[config.mk]
export PLATFORM = sky130hd
export DESIGN_NAME = bcd_convert
export DESIGN_NICKNAME = d
export VERILOG_FILES = /design/src/rtl/bcd_convert.sv
export SDC_FILE = /design/constraint.sdc
export NUM_CORES = 1
export LEC_CHECK = 0
export ABC_AREA = 1
export CORE_MARGIN = 2
export CORE_UTILIZATION = 59
export CTS_CLUSTER_DIAMETER = 100
export DETAILED_ROUTE_END_ITERATION = 10
export PLACE_DENSITY = 0.84
export SLEW_MARGIN = 20
export SYNTH_ARGS = -nofsm -noshare
export SYNTH_HDL_FRONTEND = slang
export SYNTH_SLANG_ARGS = --single-unit
[constraint.sdc]
create_clock -name clk -period 2.11 [get_ports clk]
set_clock_uncertainty 0.15 [all_clocks]
set_input_delay 0.211 -clock clk [delete_from_list [all_inputs] [get_ports clk]]
set_output_delay 0.211 -clock clk [all_outputs]
set_load 0.02 [all_outputs]
[src/rtl/bcd_convert.sv]
// bcd_convert: sequential shift-and-add-3 binary-to-BCD converter with optional
// two's-complement input, truncating to DIGITS digits with a sticky overflow flag.
module bcd_convert #(
    parameter int unsigned WIDTH  = 8,
    parameter int unsigned DIGITS = 3
) (
    input  logic                  clk,
    input  logic                  rst,
    input  logic                  start,
    input  logic                  is_signed,
    input  logic [WIDTH-1:0]      binary,
    output logic                  sign,
    output logic [4*DIGITS-1:0]   bcd,
    output logic                  overflow,
    output logic                  busy,
    output logic                  data_ready
);

    localparam int unsigned BW = 4 * DIGITS;
    localparam int unsigned CW = $clog2(WIDTH + 1);

    typedef enum logic [1:0] {
        IDLE  = 2'd0,
        SHIFT = 2'd1,
        DONE  = 2'd2
    } state_t;

    state_t           state;
    state_t           state_next;

    logic [WIDTH-1:0] mag;
    logic [WIDTH-1:0] mag_in;
    logic             neg_in;
    logic [BW-1:0]    scratch;
    logic [BW-1:0]    adjusted;
    logic [CW-1:0]    cnt;
    logic             pend_sign;
    logic             sticky;

    logic             accept;
    logic             busy_next;
    logic             ready_next;
    logic             load_result;

    // State register
    always_ff @(posedge clk or negedge rst) begin
        if (!rst) begin
            state <= IDLE;
        end else begin
            state <= state_next;
        end
    end

    // Next-state logic; the last shift happens when the counter is at one
    always_comb begin
        state_next = state;
        case (state)
            IDLE:    if (start) state_next = SHIFT;
            SHIFT:   if (cnt == CW'(1)) state_next = DONE;
            DONE:    state_next = IDLE;
            default: state_next = IDLE;
        endcase
    end

    // Control decode; busy covers the accept edge through the DONE cycle
    always_comb begin
        accept      = 1'b0;
        busy_next   = 1'b0;
        ready_next  = 1'b0;
        load_result = 1'b0;
        if (state == IDLE) begin
            accept    = start;
            busy_next = start;
        end else begin
            busy_next = 1'b1;
        end
        if (state == DONE) begin
            ready_next  = 1'b1;
            load_result = 1'b1;
        end
    end

    // Operand sign and magnitude; most-negative value maps to 2^(WIDTH-1)
    always_comb begin
        neg_in = is_signed & binary[WIDTH-1];
        mag_in = neg_in ? (~binary + WIDTH'(1)) : binary;
    end

    // Add 3 to every scratch digit that is 5 or more before the shift
    always_comb begin
        adjusted = scratch;
        for (int i = 0; i < int'(DIGITS); i++) begin
            if (scratch[4*i +: 4] >= 4'd5) begin
                adjusted[4*i +: 4] = scratch[4*i +: 4] + 4'd3;
            end
        end
    end

    // Conversion datapath: load on accept, shift {scratch, mag} while in SHIFT
    always_ff @(posedge clk or negedge rst) begin
        if (!rst) begin
            mag       <= '0;
            scratch   <= '0;
            cnt       <= '0;
            pend_sign <= 1'b0;
            sticky    <= 1'b0;
        end else if (accept) begin
            mag       <= mag_in;
            scratch   <= '0;
            cnt       <= CW'(WIDTH);
            pend_sign <= neg_in;
            sticky    <= 1'b0;
        end else if (state == SHIFT) begin
            scratch   <= {adjusted[BW-2:0], mag[WIDTH-1]};
            mag       <= {mag[WIDTH-2:0], 1'b0};
            sticky    <= sticky | adjusted[BW-1];
            cnt       <= cnt - CW'(1);
        end
    end

    // Registered outputs; results hold until the next DONE
    always_ff @(posedge clk or negedge rst) begin
        if (!rst) begin
            sign       <= 1'b0;
            bcd        <= '0;
            overflow   <= 1'b0;
            busy       <= 1'b0;
            data_ready <= 1'b0;
        end else begin
            busy       <= busy_next;
            data_ready <= ready_next;
            if (load_result) begin
                sign     <= pend_sign;
                bcd      <= scratch;
                overflow <= sticky;
            end
        end
    end

endmodule

==> results of run 1 <==
[synth_stat cells, types with 4 or more instances]
cell / instances
sky130_fd_sc_hd__dfrtp_1: 44
sky130_fd_sc_hd__ha_1: 9
sky130_fd_sc_hd__inv_1: 31
sky130_fd_sc_hd__inv_2: 6
sky130_fd_sc_hd__nand2_1: 78
sky130_fd_sc_hd__nand3_1: 19
sky130_fd_sc_hd__nor2_1: 14
sky130_fd_sc_hd__o21ai_0: 9
sky130_fd_sc_hd__o21ai_1: 24
sky130_fd_sc_hd__o21ai_2: 8
sky130_fd_sc_hd__o22ai_2: 4
sky130_fd_sc_hd__xor2_1: 4
[worst paths after layout]
check	from	end	slack, ns	depth (start not counted)
min in group clk	sign	sign	0.33	2
setup reg to reg	scratch[4]	scratch[5]	0.51	8
setup / recovery	bcd[4]	bcd[4]	0.49	1
max in group asynchronous	rst	cnt[0]	1.11	3
hold / removal	rst	bcd[7]	0.17	2
hold reg to reg	sign	sign	0.33	2
[registers in the layout, indices dropped and copies added (netlist names)]
| name | flops |
|---|---|
| bcd | 12 |
| busy | 1 |
| cnt | 4 |
| data_ready | 1 |
| mag | 8 |
| overflow | 1 |
| pend_sign | 1 |
| scratch | 12 |
| sign | 1 |
| state | 2 |
| sticky | 1 |
[repair_timing]
action / 4_1_cts / 5_1_grt
gates resized for setup: 0 / 0
setup buffers: 0 / 0
hold endpoints to repair: 44 / 0
hold buffers: 1 / 0
[area by class of cell]
cell class	instances	area [µm²]	area share, %
clock buffer	6	72.6	2.69
clock inverter	2	35.0	1.30
tap	48	60.1	2.23
inverter	38	145	5.38
multi-input combinational	181	985	36.5
sequential	44	1100	40.8
timing repair buffer	31	298	11.0
[cells by family (layout without fill, tap and decap cells)]
kind of cell / after synthesis / after routing
simple gates: 118 / 118
compound gates: 50 / 50
flops: 44 / 44
buf+inv: 44 / 77
fa+ha+maj: 9 / 9
xor+xnor: 4 / 4
[routing by layer]
layer  routed length [µm]  GRT usage, %  up-vias
met4                   44          7.14        0
met2                 2060          37.6       38
met1                 1980          29.6      843
li1                     -             -      923
met3                  136          4.77        6
met5                    0             0        -
[metrics by stage]
step                util (%)  power (mW)
floorplan                  -        3.05
CTS                     73.1        4.28
detailed placement      69.9        3.62
finish                  73.1        4.26
global placement        69.9        3.53
global route            73.1        4.62
[report_power, final]
part	internal (mW)	switching, mW
combinational	0.861	1.32
sequential	1.24	0.207
clock	0.351	0.275
==> implementation parameters, run 1 <==
Parameter                              Value

Pwr
  Cell Pwr Density    1580 nW/µm²
  Peak VDD IR    about 0.86 mV
  Leak    between 1 and 1.5 nW

Setup path
  Buffers and inverters on the worst path    1
  Element type at the critical path start    flop
  Endpoint type of the worst setup path    output pin
  Crit path max-delay cell type    sky130_fd_sc_hd__clkdlybuf4s50_1
  Data required, critical path    1.75 ns
  Kind of cell adding the most delay to the critical path    buffers and inverters
  Critical path class    reg2out
  Max incr delay on CP    around 0.6 ns
  Crit-path cells    clkdlybuf4s50_1
  Arrival time of the worst setup path    about 1.3 ns
  Max Fanout on Critical Path    2

Synth
  Most area-hungry cell type in the Yosys netlist    sky130_fd_sc_hd__dfrtp_1
  Share of the synthesized netlist area taken by xor and xnor gates    between 1.5 and 2%
  Mean area per synthesized cell    ~8.5 µm²
  Post-synthesis cell type count    25
  Top flip-flop cell by instance count after synthesis    sky130_fd_sc_hd__dfrtp_1
  Area share of the leading cell type in the synthesized netlist    between 40% and 50%
  Total of warnings raised by yosys    0
  Post-synthesis compound-gate area fraction    roughly 14%
  Seq cells post-synth    between 40 and 50
  Cells after synthesis    between 200 and 300
  Dominant combinational cell family by area after synthesis    simple AND/OR/NAND/NOR gates
  Synthesized netlist net count    290
  Leading post-synthesis cells by cell area    sky130_fd_sc_hd__dfrtp_1 48%, sky130_fd_sc_hd__nand2_1 13%, sky130_fd_sc_hd__o21ai_1 5.3%
  Simple-gate share of the synthesized area    a little under a quarter
  Fraction of registers with async set/reset    between 90% and 100%
  Post-synthesis share of cell area spent on full adders, half adders and majority gates    4.93%
  Sequential share of the synthesized area    48.2%
  Post-synthesis mux area share    0%
  Count of flip-flops with a built-in enable after synthesis    0
  Cell area after technology mapping    between 2000 and 2500 µm²

Placed design
  Port bufs    27
  Final Wtd Congestion    around 0.85
  Hpwl dp    3060 µm
  Post-Place Worst Slack    between 0.4 and 0.5 ns
  Area after DPL    2580 µm²
  Count of placed standard cells including taps    roughly 340

Die
  Die Width    approximately 66 µm
  Row count    22
  # IOs    28
  Vertical die dimension    approximately 66 µm
  Area of the core    about 3700 µm²
  Initial Utilization    between 60% and 70%
  Total Die Area    between 4000 and 5000 µm²

Clock network
  Clk root buf    sky130_fd_sc_hd__clkbuf_8
  Clock net sink count    44
  Inserted Clock Buffers    5
  Largest buffer count on any clock path    2
  Clock-pin slew on the worst setup and hold paths    ~0.09 ns
  TritonCTS clock tree    built
  Latest clock arrival within the worst-skew pair    ~0.29 ns
  Number of levels in the clock H-tree    2

Timing
  Post-layout min period    roughly 1.6 ns
  Fin crit share    76.9%
  Maximum achievable frequency    616 MHz
  Worst-case headroom to the max-slew limit    about 73%
  Fin. Hold Viols    0
  Setup slack of the critical path after layout    slightly below 0.5 ns
  Worst hold slack    around 0.17 ns
  RSZ-0062 raised after global routing    false
  Slew at the pin closest to its max-slew limit    0.406 ns
  Max-slew violations    0
  Setup-violating endpoint count in the final report    0
  Setup TNS    0 ns

Layout
  Number of nets in the final layout    around 320
  Layout overhead on the synthesized area    18.1%
  Share of post-route cells with drive strength above 1    between 10% and 20%
  Most common library cell in the layout ignoring fill and taps    sky130_fd_sc_hd__nand2_1
  Cell area after layout    roughly 2700 µm²
  Number of antenna cells inserted    0
  Commonest cells after routing, fill and taps aside    78 x sky130_fd_sc_hd__nand2_1, 44 x sky130_fd_sc_hd__dfrtp_1, 31 x sky130_fd_sc_hd__inv_1, 26 x sky130_fd_sc_hd__clkdlybuf4s50_1, 24 x sky130_fd_sc_hd__o21ai_1
  Count of non-filler cells in the finished layout    between 300 and 400
  Fillcell total    291

Global routing
  Largest net degree at the start of global routing    28
  Tot GR Track Use    between 20% and 30%
  Vias in the first global route    roughly 1800
  First-pass GRT wire length    between 7000 and 8000 µm
  Total grt overflow    0
  Antenna violations before repair    0

Routing
  Sum of routed wire length over all layers    approximately 4200 µm
  Remaining number of nets flagged by the antenna check after routing    0
  # DRC    0
  Drt pass-1 iters    4
  Mean number of vias per cell    between 5 and 6
  Total via count in the routed design    1810
  Average routed wire per standard cell    between 10 and 15 µm
  Drt first-iter violations    ~140

Run status
  Result of the run    finished, final reports clean

Hold path
  Worst Hold Class    in2async

Flow run
  Total of max-cap violations    0
Note: power is estimated with default switching activity, not from simulation.
==> inputs of run 2 (changes only) <==
- CORE_UTILIZATION: 59 -> 55
- PLACE_DENSITY: 0.84 -> 0.79
- clock period: 2.11 -> 1.5 ns (I/O delays scaled with it)
==> run 2 against run 1 <==
Hold slack better by 0.029 ns. Sequential share of layout area decreased by 2.0 points. Power is 43% higher. Via count up 3.1%. Die area rose by 6.8%. Sequential cell count did not move. Sequential power up 41%. Global-route usage is 1.1 points lower. Critical path type is now reg2reg. Critical endpoint is now scratch[6]. Largest cell class unchanged. Highest routed layer unchanged.
==> implementation parameters, run 2 (synthesized netlist as in run 1, its figures left out) <==
Parameter                              Value

Die
  Row count    23
  Die Width    between 60 and 70 µm
  Vertical die dimension    68.4 µm
  Area of the core    around 4000 µm²
  # IOs    28
  Initial Utilization    about 57%
  Total Die Area    4680 µm²

Timing
  Worst hold slack    0.201 ns
  RSZ-0062 raised after global routing    true
  Post-layout min period    roughly 1.4 ns
  Fin. Hold Viols    0
  Maximum achievable frequency    roughly 710 MHz
  Worst-case headroom to the max-slew limit    73.0%
  Slew at the pin closest to its max-slew limit    between 0.4 and 0.5 ns
  Setup TNS    0 ns
  Setup-violating endpoint count in the final report    0
  Fin crit share    93.8%
  Max-slew violations    0

Layout
  Largest registers ranked by flip-flop count    bcd x12, scratch x12, mag x8
  Most common library cell in the layout ignoring fill and taps    sky130_fd_sc_hd__nand2_1
  Number of nets in the final layout    roughly 340
  Fillcell total    roughly 310
  Share of post-route cells with drive strength above 1    19.9%
  Commonest cells after routing, fill and taps aside    78 x sky130_fd_sc_hd__nand2_1, 44 x sky130_fd_sc_hd__dfrtp_1, 25 x sky130_fd_sc_hd__inv_1, 24 x sky130_fd_sc_hd__o21ai_1, 19 x sky130_fd_sc_hd__nand3_1
  Layout overhead on the synthesized area    24.2%
  Number of antenna cells inserted    0
  Layout Utilization    70.9%

Placed design
  Hpwl dp    2970 µm
  Final Wtd Congestion    0.845
  Port bufs    27

Clock network
  Number of levels in the clock H-tree    2
  Clock net sink count    44
  Inserted Clock Buffers    5
  Clk root buf    sky130_fd_sc_hd__clkbuf_8
  Largest buffer count on any clock path    2
  Latest clock arrival within the worst-skew pair    approximately 0.29 ns
  TritonCTS clock tree    built
  Clock-pin slew on the worst setup and hold paths    roughly 0.080 ns

Setup path
  Worst Setup SP    scratch[4]
  Crit path max-delay cell type    sky130_fd_sc_hd__dfrtp_1
  Worst R2R Setup Slack    about 0.093 ns
  Endpoint type of the worst setup path    flop
  Crit-path cells    inv_1, ha_2, nor2_2, nor2_2, inv_2, nand2_1, nand3_1, o21ai_1
  Cell repeated most along the worst path    sky130_fd_sc_hd__nor2_2
  Critical path class    reg2reg
  Element type at the critical path start    flop
  Max Fanout on Critical Path    4
  Data required, critical path    between 1.5 and 2 ns
  FF-to-FF Start    scratch[4]
  Max incr delay on CP    between 0.4 and 0.5 ns
  Arrival time of the worst setup path    roughly 1.5 ns

Routing
  Drt first-iter violations    around 160
  # DRC    0
  Drt pass-1 iters    4
  Remaining number of nets flagged by the antenna check after routing    0
  Total via count in the routed design    around 1900
  Mean number of vias per cell    slightly above 5
  Sum of routed wire length over all layers    approximately 4300 µm
  Average routed wire per standard cell    approximately 12 µm

Global routing
  First-pass GRT wire length    7380 µm
  Largest net degree at the start of global routing    45
  Antenna violations before repair    0
  Tot GR Track Use    between 20 and 25%
  Total grt overflow    0
  Vias in the first global route    about 1700

Hold path
  Worst Hold Class    in2async

Run status
  Result of the run    finished, final reports clean

Pwr
  Cell Pwr Density    between 2000 and 2500 nW/µm²
  Leak    approximately 1.5 nW
  Final total power    6.09 mW
  Peak VDD IR    roughly 1.4 mV

Flow run
  Total of max-cap violations    0
run 2: cell types whose count changed in the layout (fill, tap and decap cells not counted), moves of 2 or more:
cell | previous run | this run
sky130_fd_sc_hd__ha_1 | 9 | 7
sky130_fd_sc_hd__nor2_1 | 14 | 8
sky130_fd_sc_hd__buf_4 | 3 | 14
sky130_fd_sc_hd__nor2_2 | 1 | 7
sky130_fd_sc_hd__inv_1 | 31 | 25
sky130_fd_sc_hd__inv_2 | 6 | 12
sky130_fd_sc_hd__ha_2 | 0 | 2
sky130_fd_sc_hd__dlygate4sd2_1 | 0 | 16
sky130_fd_sc_hd__clkdlybuf4s50_1 | 26 | 10
sky130_fd_sc_hd__buf_12 | 0 | 3
run 2: routing by layer:
layer	routed length [µm]	up-vias	track usage [%]	part of all wire, %
met3	139	9	5.26	3.2
met2	2070	37	34.7	48
met4	90	0	10.5	2.1
met5	0	-	0	0
met1	1970	866	26.8	46
li1	-	955	-	-
run 2: path summary, 6_finish.rpt:
path / to / cells after the start
worst min register to register: data_ready / 1
max in group asynchronous: state[0] / 3
worst min-delay path: bcd[4] / 3
min in group clk: mag[7] / 3
worst max-delay path: scratch[6] / 8
worst max register to register: scratch[6] / 8
run 2: stage by stage:
stage | setup slack, ns | instance area, µm² | instances
3_5_place_dp | -0.0724 | 2680 | 353
4_1_cts | 0.0117 | 2760 | 362
2_1_floorplan | 0.149 | 2280 | 269
3_3_place_gp | -0.0341 | 2680 | 353
5_1_grt | -0.0207 | 2840 | 367
6_report | 0.0930 | 2840 | 367
run 2: area by class of cell:
class	count	area, µm²	share of cell area, %
Timing Repair Buffer	46	432	15.2
Sequential cell	44	1100	38.8
Multi-Input combinational cell	181	1000	35.4
Tap cell	50	62.6	2.21
Inverter	38	145	5.12
Clock buffer	8	90.1	3.18
run 2: where the power goes:
| part | leakage (nW) | internal, mW | switching [mW] | total, mW |
|---|---|---|---|---|
| registers | 0.530 | 1.74 | 0.293 | 2.04 |
| clock network | 0.0455 | 0.376 | 0.381 | 0.756 |
| logic | 0.876 | 1.37 | 1.93 | 3.30 |
| total | 1.45 | 3.49 | 2.60 | 6.09 |
run 2: critical path: cells and delay by family (launching register included):
kind,cells,cell delay (ns)
compound gates,1,0.07
simple gates,4,0.34
buf+inv,2,0.15
fa+ha+maj,1,0.19
flops,1,0.42
run 2: timing repair:
action                                  in CTS  in global routing
gates cloned                                 0                  0
resized for setup                           17                 14
buffers inserted                             0                  5
hold buffers                                 1                  0
pin swaps                                    0                  4
endpoints found under the setup margin      17                 10
endpoints found under the hold margin       44                  0
==> inputs of run 3 (changes only) <==
- ABC_CLOCK_PERIOD_IN_PS: default -> 1500
==> results of run 3 <==
Same layout as run 2: the final DEF is identical, and so are final timing and power.
